### src/rtl/cmd_decoder_pkg.sv
// Shared constants, frame offsets and state encoding for the Ethernet command decoder.
package cmd_decoder_pkg;

   localparam logic [15:0] OP_BANK_CC = 16'h4343;
   localparam logic [15:0] OP_BANK_FF = 16'h4646;
   localparam logic [15:0] OP_WR      = 16'h5757;
   localparam logic [15:0] OP_RD      = 16'h5252;

   localparam logic [5:0] OFF_ID     = 6'd14;
   localparam logic [5:0] OFF_OPCODE = 6'd16;
   localparam logic [5:0] OFF_ADDR   = 6'd20;
   localparam logic [5:0] OFF_DATA   = 6'd24;
   localparam logic [5:0] OFF_DRAIN  = 6'd28;

   localparam logic [5:0]  REPLY_LEN     = 6'd60;
   localparam logic [15:0] REPLY_HDR_LEN = 16'h000e;

   localparam logic [7:0] STATUS_OK  = 8'h00;
   localparam logic [7:0] STATUS_ERR = 8'h01;

   typedef enum logic [2:0] {
      RX_HDR,
      RX_CMD,
      RX_DRAIN,
      EXEC,
      TX,
      DROP
   } state_t;

endpackage

### src/rtl/cmd_reply_tx.sv
// Serializes the fixed 60-byte reply frame onto an 8-bit AXI-Stream.
// Fields must stay stable from i_start until o_done.
module cmd_reply_tx
   import cmd_decoder_pkg::*;
(
   input  logic        i_clk,
   input  logic        i_rst,
   input  logic        i_start,
   input  logic [47:0] i_dst_mac,
   input  logic [47:0] i_src_mac,
   input  logic [7:0]  i_id,
   input  logic [7:0]  i_status,
   input  logic [31:0] i_opcode,
   input  logic [31:0] i_addr,
   input  logic [31:0] i_data,
   output logic [7:0]  o_tdata,
   output logic        o_tvalid,
   output logic        o_tlast,
   input  logic        i_tready,
   output logic        o_done
);

   logic [5:0] r_idx;
   logic [7:0] r_tdata;
   logic       r_tvalid;
   logic       r_tlast;
   logic [5:0] w_sel_idx;
   logic [5:0] w_src_rel;
   logic [7:0] w_byte;

   // Index of the byte being loaded into the output register this cycle.
   assign w_sel_idx = i_start ? 6'd0 : r_idx + 6'd1;
   assign w_src_rel = w_sel_idx - 6'd6;

   always_comb begin
      w_byte = 8'h00;
      if (w_sel_idx < 6'd6)
         w_byte = 8'(i_dst_mac >> {3'd5 - w_sel_idx[2:0], 3'b000});
      else if (w_sel_idx < 6'd12)
         w_byte = 8'(i_src_mac >> {3'd5 - w_src_rel[2:0], 3'b000});
      else if (w_sel_idx == 6'd12)
         w_byte = REPLY_HDR_LEN[15:8];
      else if (w_sel_idx == 6'd13)
         w_byte = REPLY_HDR_LEN[7:0];
      else if (w_sel_idx == OFF_ID)
         w_byte = i_id;
      else if (w_sel_idx == OFF_ID + 6'd1)
         w_byte = i_status;
      else if (w_sel_idx < OFF_ADDR)
         w_byte = 8'(i_opcode >> {2'd3 - w_sel_idx[1:0], 3'b000});
      else if (w_sel_idx < OFF_DATA)
         w_byte = 8'(i_addr >> {w_sel_idx[1:0], 3'b000});
      else if (w_sel_idx < OFF_DRAIN)
         w_byte = 8'(i_data >> {w_sel_idx[1:0], 3'b000});
   end

   always_ff @(posedge i_clk or posedge i_rst) begin
      if (i_rst) begin
         r_idx    <= '0;
         r_tdata  <= '0;
         r_tvalid <= 1'b0;
         r_tlast  <= 1'b0;
      end else if (i_start) begin
         r_idx    <= '0;
         r_tdata  <= w_byte;
         r_tvalid <= 1'b1;
         r_tlast  <= 1'b0;
      end else if (r_tvalid && i_tready) begin
         if (r_tlast) begin
            r_tvalid <= 1'b0;
            r_tlast  <= 1'b0;
         end else begin
            r_idx   <= w_sel_idx;
            r_tdata <= w_byte;
            r_tlast <= (w_sel_idx == REPLY_LEN - 6'd1);
         end
      end
   end

   assign o_tdata  = r_tdata;
   assign o_tvalid = r_tvalid;
   assign o_tlast  = r_tlast;
   assign o_done   = r_tvalid && r_tlast && i_tready;

endmodule

### src/rtl/cmd_decoder.sv
// Parses host command frames, executes reads/writes on the CTRL and FMC
// register banks and hands the reply fields to the serializer.
module cmd_decoder
#(
   parameter logic [47:0] FPGA_MAC_ADDR = 48'h5a0102030405
)
(
   input  logic       gtx_clk_bufg,
   input  logic       gtx_reset,
   input  logic [7:0] gpio_dip_sw,
   output logic [7:0] gpio_led,
   input  logic [7:0] rx_axis_tdata,
   input  logic       rx_axis_tvalid,
   input  logic       rx_axis_tlast,
   output logic       rx_axis_tready,
   output logic [7:0] tx_axis_tdata,
   output logic       tx_axis_tvalid,
   output logic       tx_axis_tlast,
   input  logic       tx_axis_tready,
   output logic       frame_error
);
   import cmd_decoder_pkg::*;

   state_t      r_state, w_state_next;
   logic [5:0]  r_offset;
   logic        r_match_fpga, r_match_bcast;
   logic [47:0] r_src;
   logic [7:0]  r_id;
   logic [31:0] r_opcode, r_addr, r_data;
   logic [7:0]  r_status;
   logic [31:0] r_reply_data;
   logic        r_frame_error;
   logic [31:0] r_ctrl [8];
   logic [31:0] r_fmc  [8];

   logic        w_beat, w_exec, w_trunc, w_start, w_tx_done;
   logic [7:0]  w_mac_byte;
   logic        w_m_fpga, w_m_bcast, w_dst_ok;
   logic [31:0] w_data_eff, w_rd_val;
   logic        w_bank_ctrl, w_bank_fmc, w_op_wr, w_op_rd, w_cmd_ok;
   logic [2:0]  w_idx;
   logic [7:0]  w_wr_ctrl, w_wr_fmc;

   assign rx_axis_tready = (r_state != EXEC) && (r_state != TX);
   assign w_beat         = rx_axis_tvalid && rx_axis_tready;

   // Destination match is tracked byte by byte so the verdict is ready on byte 5.
   assign w_mac_byte = 8'(FPGA_MAC_ADDR >> {3'd5 - r_offset[2:0], 3'b000});
   assign w_m_fpga   = (r_offset == 6'd0 || r_match_fpga)  && (rx_axis_tdata == w_mac_byte);
   assign w_m_bcast  = (r_offset == 6'd0 || r_match_bcast) && (rx_axis_tdata == 8'hff);
   assign w_dst_ok   = (r_offset > 6'd5) || w_m_fpga || w_m_bcast;

   // When tlast lands on byte 27 the top data byte is still on the bus.
   assign w_data_eff  = (r_state == RX_CMD) ? {rx_axis_tdata, r_data[31:8]} : r_data;
   assign w_bank_ctrl = (r_opcode[31:16] == OP_BANK_CC);
   assign w_bank_fmc  = (r_opcode[31:16] == OP_BANK_FF);
   assign w_op_wr     = (r_opcode[15:0] == OP_WR);
   assign w_op_rd     = (r_opcode[15:0] == OP_RD);
   assign w_cmd_ok    = (w_bank_ctrl || w_bank_fmc) && (w_op_wr || w_op_rd) && (r_addr[31:3] == 29'd0);
   assign w_idx       = r_addr[2:0];
   assign w_rd_val    = w_bank_ctrl ? ((w_idx == 3'd7) ? {24'd0, gpio_dip_sw} : r_ctrl[w_idx])
                                    : r_fmc[w_idx];

   for (genvar gi = 0; gi < 8; gi++) begin : g_wr_en
      assign w_wr_ctrl[gi] = w_exec && w_cmd_ok && w_op_wr && w_bank_ctrl && (w_idx == 3'(gi)) && (gi != 7);
      assign w_wr_fmc[gi]  = w_exec && w_cmd_ok && w_op_wr && w_bank_fmc  && (w_idx == 3'(gi));
   end

   always_comb begin
      w_state_next = r_state;
      w_exec       = 1'b0;
      w_trunc      = 1'b0;
      w_start      = 1'b0;
      case (r_state)
         RX_HDR: if (w_beat) begin
            if (rx_axis_tlast) begin
               w_trunc      = w_dst_ok;
               w_state_next = RX_HDR;
            end else if (r_offset == 6'd5 && !w_dst_ok)
               w_state_next = DROP;
            else if (r_offset == OFF_ID - 6'd1)
               w_state_next = RX_CMD;
         end
         RX_CMD: if (w_beat) begin
            if (rx_axis_tlast) begin
               if (r_offset == OFF_DRAIN - 6'd1) begin
                  w_exec       = 1'b1;
                  w_state_next = EXEC;
               end else begin
                  w_trunc      = 1'b1;
                  w_state_next = RX_HDR;
               end
            end else if (r_offset == OFF_DRAIN - 6'd1)
               w_state_next = RX_DRAIN;
         end
         RX_DRAIN: if (w_beat && rx_axis_tlast) begin
            w_exec       = 1'b1;
            w_state_next = EXEC;
         end
         EXEC: begin
            w_start      = 1'b1;
            w_state_next = TX;
         end
         TX:   if (w_tx_done) w_state_next = RX_HDR;
         DROP: if (w_beat && rx_axis_tlast) w_state_next = RX_HDR;
         default: w_state_next = RX_HDR;
      endcase
   end

   always_ff @(posedge gtx_clk_bufg or posedge gtx_reset) begin
      if (gtx_reset) begin
         r_state       <= RX_HDR;
         r_offset      <= '0;
         r_match_fpga  <= 1'b0;
         r_match_bcast <= 1'b0;
         r_src         <= '0;
         r_id          <= '0;
         r_opcode      <= '0;
         r_addr        <= '0;
         r_data        <= '0;
         r_status      <= STATUS_OK;
         r_reply_data  <= '0;
         r_frame_error <= 1'b0;
      end else begin
         r_state       <= w_state_next;
         r_frame_error <= w_trunc;
         if (w_beat) begin
            if (rx_axis_tlast)
               r_offset <= '0;
            else if (r_offset != 6'd63)
               r_offset <= r_offset + 6'd1;
            if (r_offset <= 6'd5) begin
               r_match_fpga  <= w_m_fpga;
               r_match_bcast <= w_m_bcast;
            end
            if (r_offset >= 6'd6 && r_offset < 6'd12)
               r_src <= {r_src[39:0], rx_axis_tdata};
            if (r_offset == OFF_ID)
               r_id <= rx_axis_tdata;
            if (r_offset >= OFF_OPCODE && r_offset < OFF_ADDR)
               r_opcode <= {r_opcode[23:0], rx_axis_tdata};
            if (r_offset >= OFF_ADDR && r_offset < OFF_DATA)
               r_addr <= {rx_axis_tdata, r_addr[31:8]};
            if (r_offset >= OFF_DATA && r_offset < OFF_DRAIN)
               r_data <= {rx_axis_tdata, r_data[31:8]};
         end
         if (w_exec) begin
            r_status     <= w_cmd_ok ? STATUS_OK : STATUS_ERR;
            r_reply_data <= !w_cmd_ok ? 32'd0 : (w_op_wr ? w_data_eff : w_rd_val);
         end
      end
   end

   always_ff @(posedge gtx_clk_bufg or posedge gtx_reset) begin
      if (gtx_reset) begin
         for (int i = 0; i < 8; i++) begin
            r_ctrl[i] <= '0;
            r_fmc[i]  <= '0;
         end
      end else begin
         for (int i = 0; i < 8; i++) begin
            if (w_wr_ctrl[i]) r_ctrl[i] <= w_data_eff;
            if (w_wr_fmc[i])  r_fmc[i]  <= w_data_eff;
         end
      end
   end

   assign gpio_led    = r_ctrl[0][7:0];
   assign frame_error = r_frame_error;

   cmd_reply_tx u_reply_tx (
      .i_clk     (gtx_clk_bufg),
      .i_rst     (gtx_reset),
      .i_start   (w_start),
      .i_dst_mac (r_src),
      .i_src_mac (FPGA_MAC_ADDR),
      .i_id      (r_id),
      .i_status  (r_status),
      .i_opcode  (r_opcode),
      .i_addr    (r_addr),
      .i_data    (r_reply_data),
      .o_tdata   (tx_axis_tdata),
      .o_tvalid  (tx_axis_tvalid),
      .o_tlast   (tx_axis_tlast),
      .i_tready  (tx_axis_tready),
      .o_done    (w_tx_done)
   );

endmodule

### config.mk
export PLATFORM = sky130hd
export DESIGN_NAME = cmd_decoder
export DESIGN_NICKNAME = d
export VERILOG_FILES = /design/src/rtl/cmd_decoder_pkg.sv /design/src/rtl/cmd_reply_tx.sv /design/src/rtl/cmd_decoder.sv
export SDC_FILE = /design/constraint.sdc
export NUM_CORES = 2
export LEC_CHECK = 0
export ABC_AREA = 1
export CORE_ASPECT_RATIO = 1.4
export CORE_MARGIN = 8
export CORE_UTILIZATION = 40
export DETAILED_ROUTE_END_ITERATION = 10
export GPL_TIMING_DRIVEN = 0
export PLACE_DENSITY_LB_ADDON = 0.25
export SETUP_SLACK_MARGIN = 0.2
export SLEW_MARGIN = 25
export SYNTH_ARGS = -nofsm -noshare
export SYNTH_HDL_FRONTEND = slang
export SYNTH_SLANG_ARGS = --single-unit
### constraint.sdc
create_clock -name gtx_clk_bufg -period 50.3 [get_ports gtx_clk_bufg]
set_clock_uncertainty 0.15 [all_clocks]
set_input_delay 7.545 -clock gtx_clk_bufg [delete_from_list [all_inputs] [get_ports gtx_clk_bufg]]
set_output_delay 7.545 -clock gtx_clk_bufg [all_outputs]
set_load 0.01 [all_outputs]
After elaboration in Yosys (flattened, before gate mapping)
Index checks and enable logic that the tools add are counted.

Bits of input ports: 21. Output and inout port bits: 20. Bits in registers: 700. Word-level logic and storage cells: 217.

Muxes and demuxes: 60. Add/subtract/negate cells: 7. Bitwise gates (word level): 1. $lt $le $gt $ge: 16. Shift-type cells: 6. Equal/unequal tests: 38. Reductions and logical operators: 58.

Operators with widths (count): $mux W32 (9); $bmux W32 S3 (2); $mux W8 (12); $shr A32 B5 Y8 (3); $shr A47 B6 Y8 const A (2); $eq A16 B15 Y1 const B (4); $shr A48 B6 Y8 (1); $eq A6 B4 Y1 const B (6); $lt A6 B5 Y1 const B (6); $mux W6 (6); $logic_and A1 B1 Y1 (34); $mux W3 (10); $logic_not A29 Y1 (1); $eq A3 B3 Y1 const B (6); $ge A6 B5 Y1 const B (3); $pmux W3 S6 (1); $reduce_and A2 Y1 (9); $mux W1 (17); $add A6 B1 Y6 const B (2); $eq A3 B2 Y1 const B (4); $lt A6 B4 Y1 const B (2); $sub A3 B3 Y3 const A (3); $eq A8 B8 Y1 (1); $eq A8 B8 Y1 const B (1); 26 further kinds (41).

Depth between registers and ports, before layout
Depth in word-level cells: 16. Mapped depth: 16. Mapped depth without buffers: 16.

Hierarchy
From an unflattened synthesis, not the netlist that was laid out.

Cell total of the unflattened synthesis: 4540. Area total of the unflattened synthesis: 34787.1 µm².

By module, submodules not included: cmd_decoder (instances 1, seq. area each 16941.2 µm², cells each 4025, area an instance 31898.1 µm²); cmd_reply_tx (instances 1, seq. area each 400.4 µm², cells each 515, area an instance 2889.0 µm²).

Worst setup path after synthesis
OpenSTA, ideal clock, no wires.

Kind: input to register. From: input port rx_axis_tlast. To: register r_fmc[106] in the netlist's numbering. Path buffers: 2. Arrival: 8883 ps. Data required time: 50033 ps. Library setup time: 117 ps. Path slack: 41149 ps. Stages on the path: 9. Path through: inv_1 -> nor2_4 -> nand2_2 -> nor3_4 -> buf_4 -> nand3_1 -> clkbuf_1 -> nand2_1 -> nand2_1.

Word-level cells in the longest chain between the ends: 7. Elaborated cells between the ends (all ways): 9. Classes of those cells: mux: 4; reduce/logical: 5.

RTL lines: from (decl) (RTL line cmd_decoder.sv:14) `input logic rx_axis_tlast,`; $mux W1 or $logic_and A1 B1 Y1 (tied branches) (RTL line cmd_decoder.sv:85, cmd_decoder.sv:96); $mux W1 (on tied branches) (RTL line cmd_decoder.sv:84, cmd_decoder.sv:96); $pmux W1 S2 (*) (RTL line cmd_decoder.sv:74) `case (r_state)`; $logic_and A1 B1 Y1 (*) (4 in a row) (RTL line cmd_decoder.sv:66) `assign w_wr_fmc[gi] = w_exec && w_cmd_ok && w_op_wr && w_bank_fmc && (w_idx == 3'(gi));`; to (signal, indexed assignment) (RTL line cmd_decoder.sv:163) `if (w_wr_fmc[i]) r_fmc[i] <= w_data_eff;`; to (decl) (RTL line cmd_decoder.sv:34) `logic [31:0] r_fmc [8];`.

Every way passes the cells marked *; elsewhere a longest branch is shown, timed or not. A chain may end at the register's enable or synchronous reset.

Final worst setup path
From: input port rx_axis_tlast. To: register r_ctrl (netlist bit gpio_led[7]).

Word-level cells in the longest chain between the ends: 7. Elaborated cells between the ends (all ways): 9. Classes of those cells: mux: 4; reduce/logical: 5.

RTL lines: $mux W1 or $logic_and A1 B1 Y1 (tied branches) (RTL line cmd_decoder.sv:85, cmd_decoder.sv:96); $mux W1 (on tied branches) (RTL line cmd_decoder.sv:84, cmd_decoder.sv:96); $pmux W1 S2 (*) (RTL line cmd_decoder.sv:74); $logic_and A1 B1 Y1 (*) (2 in a row) (RTL line cmd_decoder.sv:65) `assign w_wr_ctrl[gi] = w_exec && w_cmd_ok && w_op_wr && w_bank_ctrl && (w_idx == 3'(gi)) && (gi != 7);`; $logic_and A1 B1 Y1 (*); $logic_and A1 B1 Y1 (*) (RTL line cmd_decoder.sv:65); to (signal, indexed assignment) (RTL line cmd_decoder.sv:162) `if (w_wr_ctrl[i]) r_ctrl[i] <= w_data_eff;`; to (decl) (RTL line cmd_decoder.sv:33) `logic [31:0] r_ctrl [8];`.

Marks and branches as above.

==> results.py <==
metrics = {
    "drt": {
        "drt_pre_antenna_iters": 6,
        "routed-via-count": 33400,
        "avgViaCountPerCell": 6.03,
        "drt.antenna.violating_nets": 0,
        "wire_per_inst_um": 26.8,
        "wl_um": 148000,
        "drt_drc_violations_left": 0,
        "first_iter_violations": 3946,
    },
    "power_and_ir_drop": {
        "finalPower_mw": 1.82,
        "part_of_the_power_in_registers_pct": 35.5,
        "netSwitchingPower_uw": 742,
        "pwr-share-comb_pct": 32.8,
        "p_per_area_mw_per_mm2": 47.3,
        "power.static_leakage_nw": 19.3,
        "switching_share_pct": 40.7,
        "largest_vdd_supply_drop_mv": 0.0296,
        "p_clk_share_pct": 31.8,
        "p_int_mw": 1.08,
    },
    "timing": {
        "slew_violations": 0,
        "final_period_minus_worst_setup_slack_ns": 10.05,
        "final-setup-viol-count": 0,
        "report.final.hold_viol_count": 0,
        "slew_hr_pct": 20.1,
        "worst-slew-pin-transition_ns": 1.20,
        "final_min_period_over_clock_period_pct": 20.0,
        "timing.fmax_mhz": 99.5,
        "grt_setup_unrepaired": "no",
        "timing.setup.tns_ns": 0,
    },
    "logic_synthesis": {
        "synth-main-ff-cell": "sky130_fd_sc_hd__dfrtp_1",
        "synth_warnings": 0,
        "postSynthRegisterBits": 693,
        "synth_top_cell_by_area": "sky130_fd_sc_hd__dfrtp_1",
        "top_cell_type_s_share_of_synthesized_area_pct": 51.0,
        "mappedNetlistArea_sq_mm": 0.0340,
        "asyncSetResetFlopFracSynth_pct": 100,
        "yosysSeqAreaShare_pct": 51.0,
        "yosysUniqueCellTypes": 42,
        "synth.net_count": 4297,
        "synth_area_leaders": "sky130_fd_sc_hd__dfrtp_1 51%, sky130_fd_sc_hd__nand2_1 17%, sky130_fd_sc_hd__nand4_1 9.8%",
        "post_synth_inst_count": 4268,
        "synth_enable_flop_cells": 0,
        "syn_area_per_cell_sq_um": 7.97,
    },
    "clocking": {
        "clock_sink_count": 693,
        "cts_hold_buf": 0,
        "ctsLongestPathBuffers": 3,
        "cts.reportedPaths.clkPinSlew_ns": 0.06,
        "postCtsSetupRepairBufs": 0,
        "clock_insertion_delay_worst_skew_ns": 0.65,
        "cts_root_buf": "sky130_fd_sc_hd__clkbuf_16",
        "post_cts.resized_instances": 0,
        "tritoncts": "built",
        "cts_htree_levels": 3,
        "tritoncts_buffers": 76,
    },
    "outcome": {
        "status": "finished, final reports clean",
    },
    "final_layout": {
        "layout.filler_cells": 8519,
        "final_cell_mix": "1539 x sky130_fd_sc_hd__nand2_1, 693 x sky130_fd_sc_hd__dfrtp_1, 530 x sky130_fd_sc_hd__nand4_1",
        "layout-drive-gt1-share_pct": 5.78,
        "areaGrowthSynthToFinish_pct": 13.5,
        "leading_cell_type_in_the_layout_fill_and_taps_excluded": "sky130_fd_sc_hd__nand2_1",
        "finish.net_count": 4424,
        "final_cells": 5538,
    },
    "floorplanning": {
        "placeableCoreArea_sq_mm": 0.0843,
        "dieArea_sq_mm": 0.0947,
        "io-pin-count": 41,
        "starting_utilization_of_the_core_area_pct": 40.3,
        "fp.dieH_um": 361,
        "fp-row-count": 126,
        "dieWidth_um": 262,
    },
    "setup_path": {
        "worst_setup_path_start_kind": "input pin",
        "critPathCaptureType": "register",
        "crit_arrival_ns": 10.43,
        "critical_path_class": "input pin to register",
        "required_ns": 50.68,
        "critical_path.max_fanout": 10,
    },
    "grt": {
        "wire_length_of_the_first_global_routing_pass_um": 218000,
        "grt_antenna_before_repair": 6,
        "first_global_vias": 32300,
        "global_route.overflow_total": 0,
        "grt_max_degree": 98,
        "grt_usage_pct": 30.6,
    },
    "placement": {
        "dpl.hpwl_um": 109000,
        "io_port_bufs": 40,
        "number_of_cells_in_the_design_after_placement": 5404,
        "gp_routability_congestion": 1.03,
    },
    "hold_path": {
        "worst_hold_path_type": "register to register",
    },
    "job": {
        "drv.max_cap_violation_count": 0,
    },
}
[per-stage QoR]
step | hold WS [ns] | area (sq um) | setup slack, ns | util, %
2_1_floorplan | 0.284 | 34000 | 23.17 | -
5_1_grt | 0.329 | 38600 | 40.09 | 45.7
3_3_place_gp | 0.298 | 35800 | 13.99 | 42.4
3_5_place_dp | 0.304 | 36000 | 39.64 | 42.7
6_report | 0.317 | 38600 | 40.25 | 45.7
4_1_cts | 0.319 | 38500 | 40.30 | 45.7
[synthesized netlist by cell type, types with 39 or more instances]
master,n
sky130_fd_sc_hd__nand2_1,1539
sky130_fd_sc_hd__dfrtp_1,693
sky130_fd_sc_hd__nand4_1,530
sky130_fd_sc_hd__clkbuf_1,275
sky130_fd_sc_hd__o21ai_0,217
sky130_fd_sc_hd__inv_1,196
sky130_fd_sc_hd__o22ai_1,147
sky130_fd_sc_hd__nor2_1,142
sky130_fd_sc_hd__nand3_1,106
sky130_fd_sc_hd__a21oi_1,93
sky130_fd_sc_hd__a22oi_1,71
sky130_fd_sc_hd__buf_4,44
sky130_fd_sc_hd__buf_2,39
[routing by layer]
metal  share of wire, %  track usage (%)  vias to the layer above
li1                   -                -                    14800
met1                 35             34.3                    16100
met2                 45             48.2                     1869
met3                8.9             7.34                      618
met4                 11             27.6                        4
met5              0.016                0                        -
[power groups by stage]
| stage | sequential [mW] | clock (mW) | combinational, mW |
|---|---|---|---|
| after CTS | 0.647 | 0.582 | 0.576 |
| after global placement | 0.657 | 0 | 0.568 |
| after global routing | 0.653 | 0.602 | 0.637 |
| after detailed placement | 0.656 | 0 | 0.575 |
| after floorplan | 0.647 | 0 | 0.323 |
| final | 0.647 | 0.580 | 0.598 |
[worst max-delay path, cell delays in order]
cell                              delay, ns
sky130_fd_sc_hd__clkdlybuf4s50_1       0.52
sky130_fd_sc_hd__inv_1                 0.16
sky130_fd_sc_hd__nor2_4                0.23
sky130_fd_sc_hd__nand2_2               0.24
sky130_fd_sc_hd__nor3_4                0.54
sky130_fd_sc_hd__nand3_1               0.49
sky130_fd_sc_hd__clkbuf_1              0.46
sky130_fd_sc_hd__nand2_1               0.16
sky130_fd_sc_hd__nand2_1               0.06
[logic make-up after synthesis]
family          Yosys count  synth area share [%]
fa+ha+maj                 8                 0.294
simple gates           2377                  30.9
buf+inv                 576                  6.99
flops                   693                  51.0
mux                      10                 0.331
compound gates          604                  10.4
[registers in the layout, summed over array words and instances, names as in the netlist]
register	cells
r_fmc	256
r_ctrl	216
r_src	48
r_addr	32
r_data	32
r_opcode	32
r_reply_data	32
gpio_led	8
r_id	8
u_reply_tx.o_tdata	8
r_offset	6
u_reply_tx.r_idx	6
r_state	3
frame_error	1
r_match_bcast	1
r_match_fpga	1
r_status	1
u_reply_tx.o_tlast	1
u_reply_tx.o_tvalid	1
[area by class of cell]
| class | count | area [sq um] | area share (%) |
|---|---|---|---|
| Multi-Input combinational cell | 2999 | 14400 | 37.2 |
| Clock buffer | 108 | 2190 | 5.69 |
| Sequential cell | 693 | 17300 | 44.9 |
| Buffer | 368 | 1600 | 4.14 |
| Tap cell | 1088 | 1360 | 3.53 |
| Antenna cell | 5 | 12.5 | 0.0324 |
| Timing Repair Buffer | 49 | 632 | 1.64 |
| Inverter | 208 | 788 | 2.04 |
| Clock inverter | 20 | 295 | 0.765 |
[path summary, 6_finish.rpt]
path | start | endpoint | slack (ns) | cells past startpoint
worst max-delay path | rx_axis_tlast | gpio_led[7] | 40.25 | 9
worst min-delay path | r_fmc[198] | r_fmc[198] | 0.32 | 2
worst max register to register | r_addr[1] | r_reply_data[10] | 45.56 | 11
worst min register to register | r_fmc[198] | r_fmc[198] | 0.32 | 2
max in group asynchronous | gtx_reset | r_fmc[216] | 40.94 | 6
min in group asynchronous | gtx_reset | r_opcode[12] | 7.10 | 2
No activity file was read; power rests on OpenSTA's default activity.
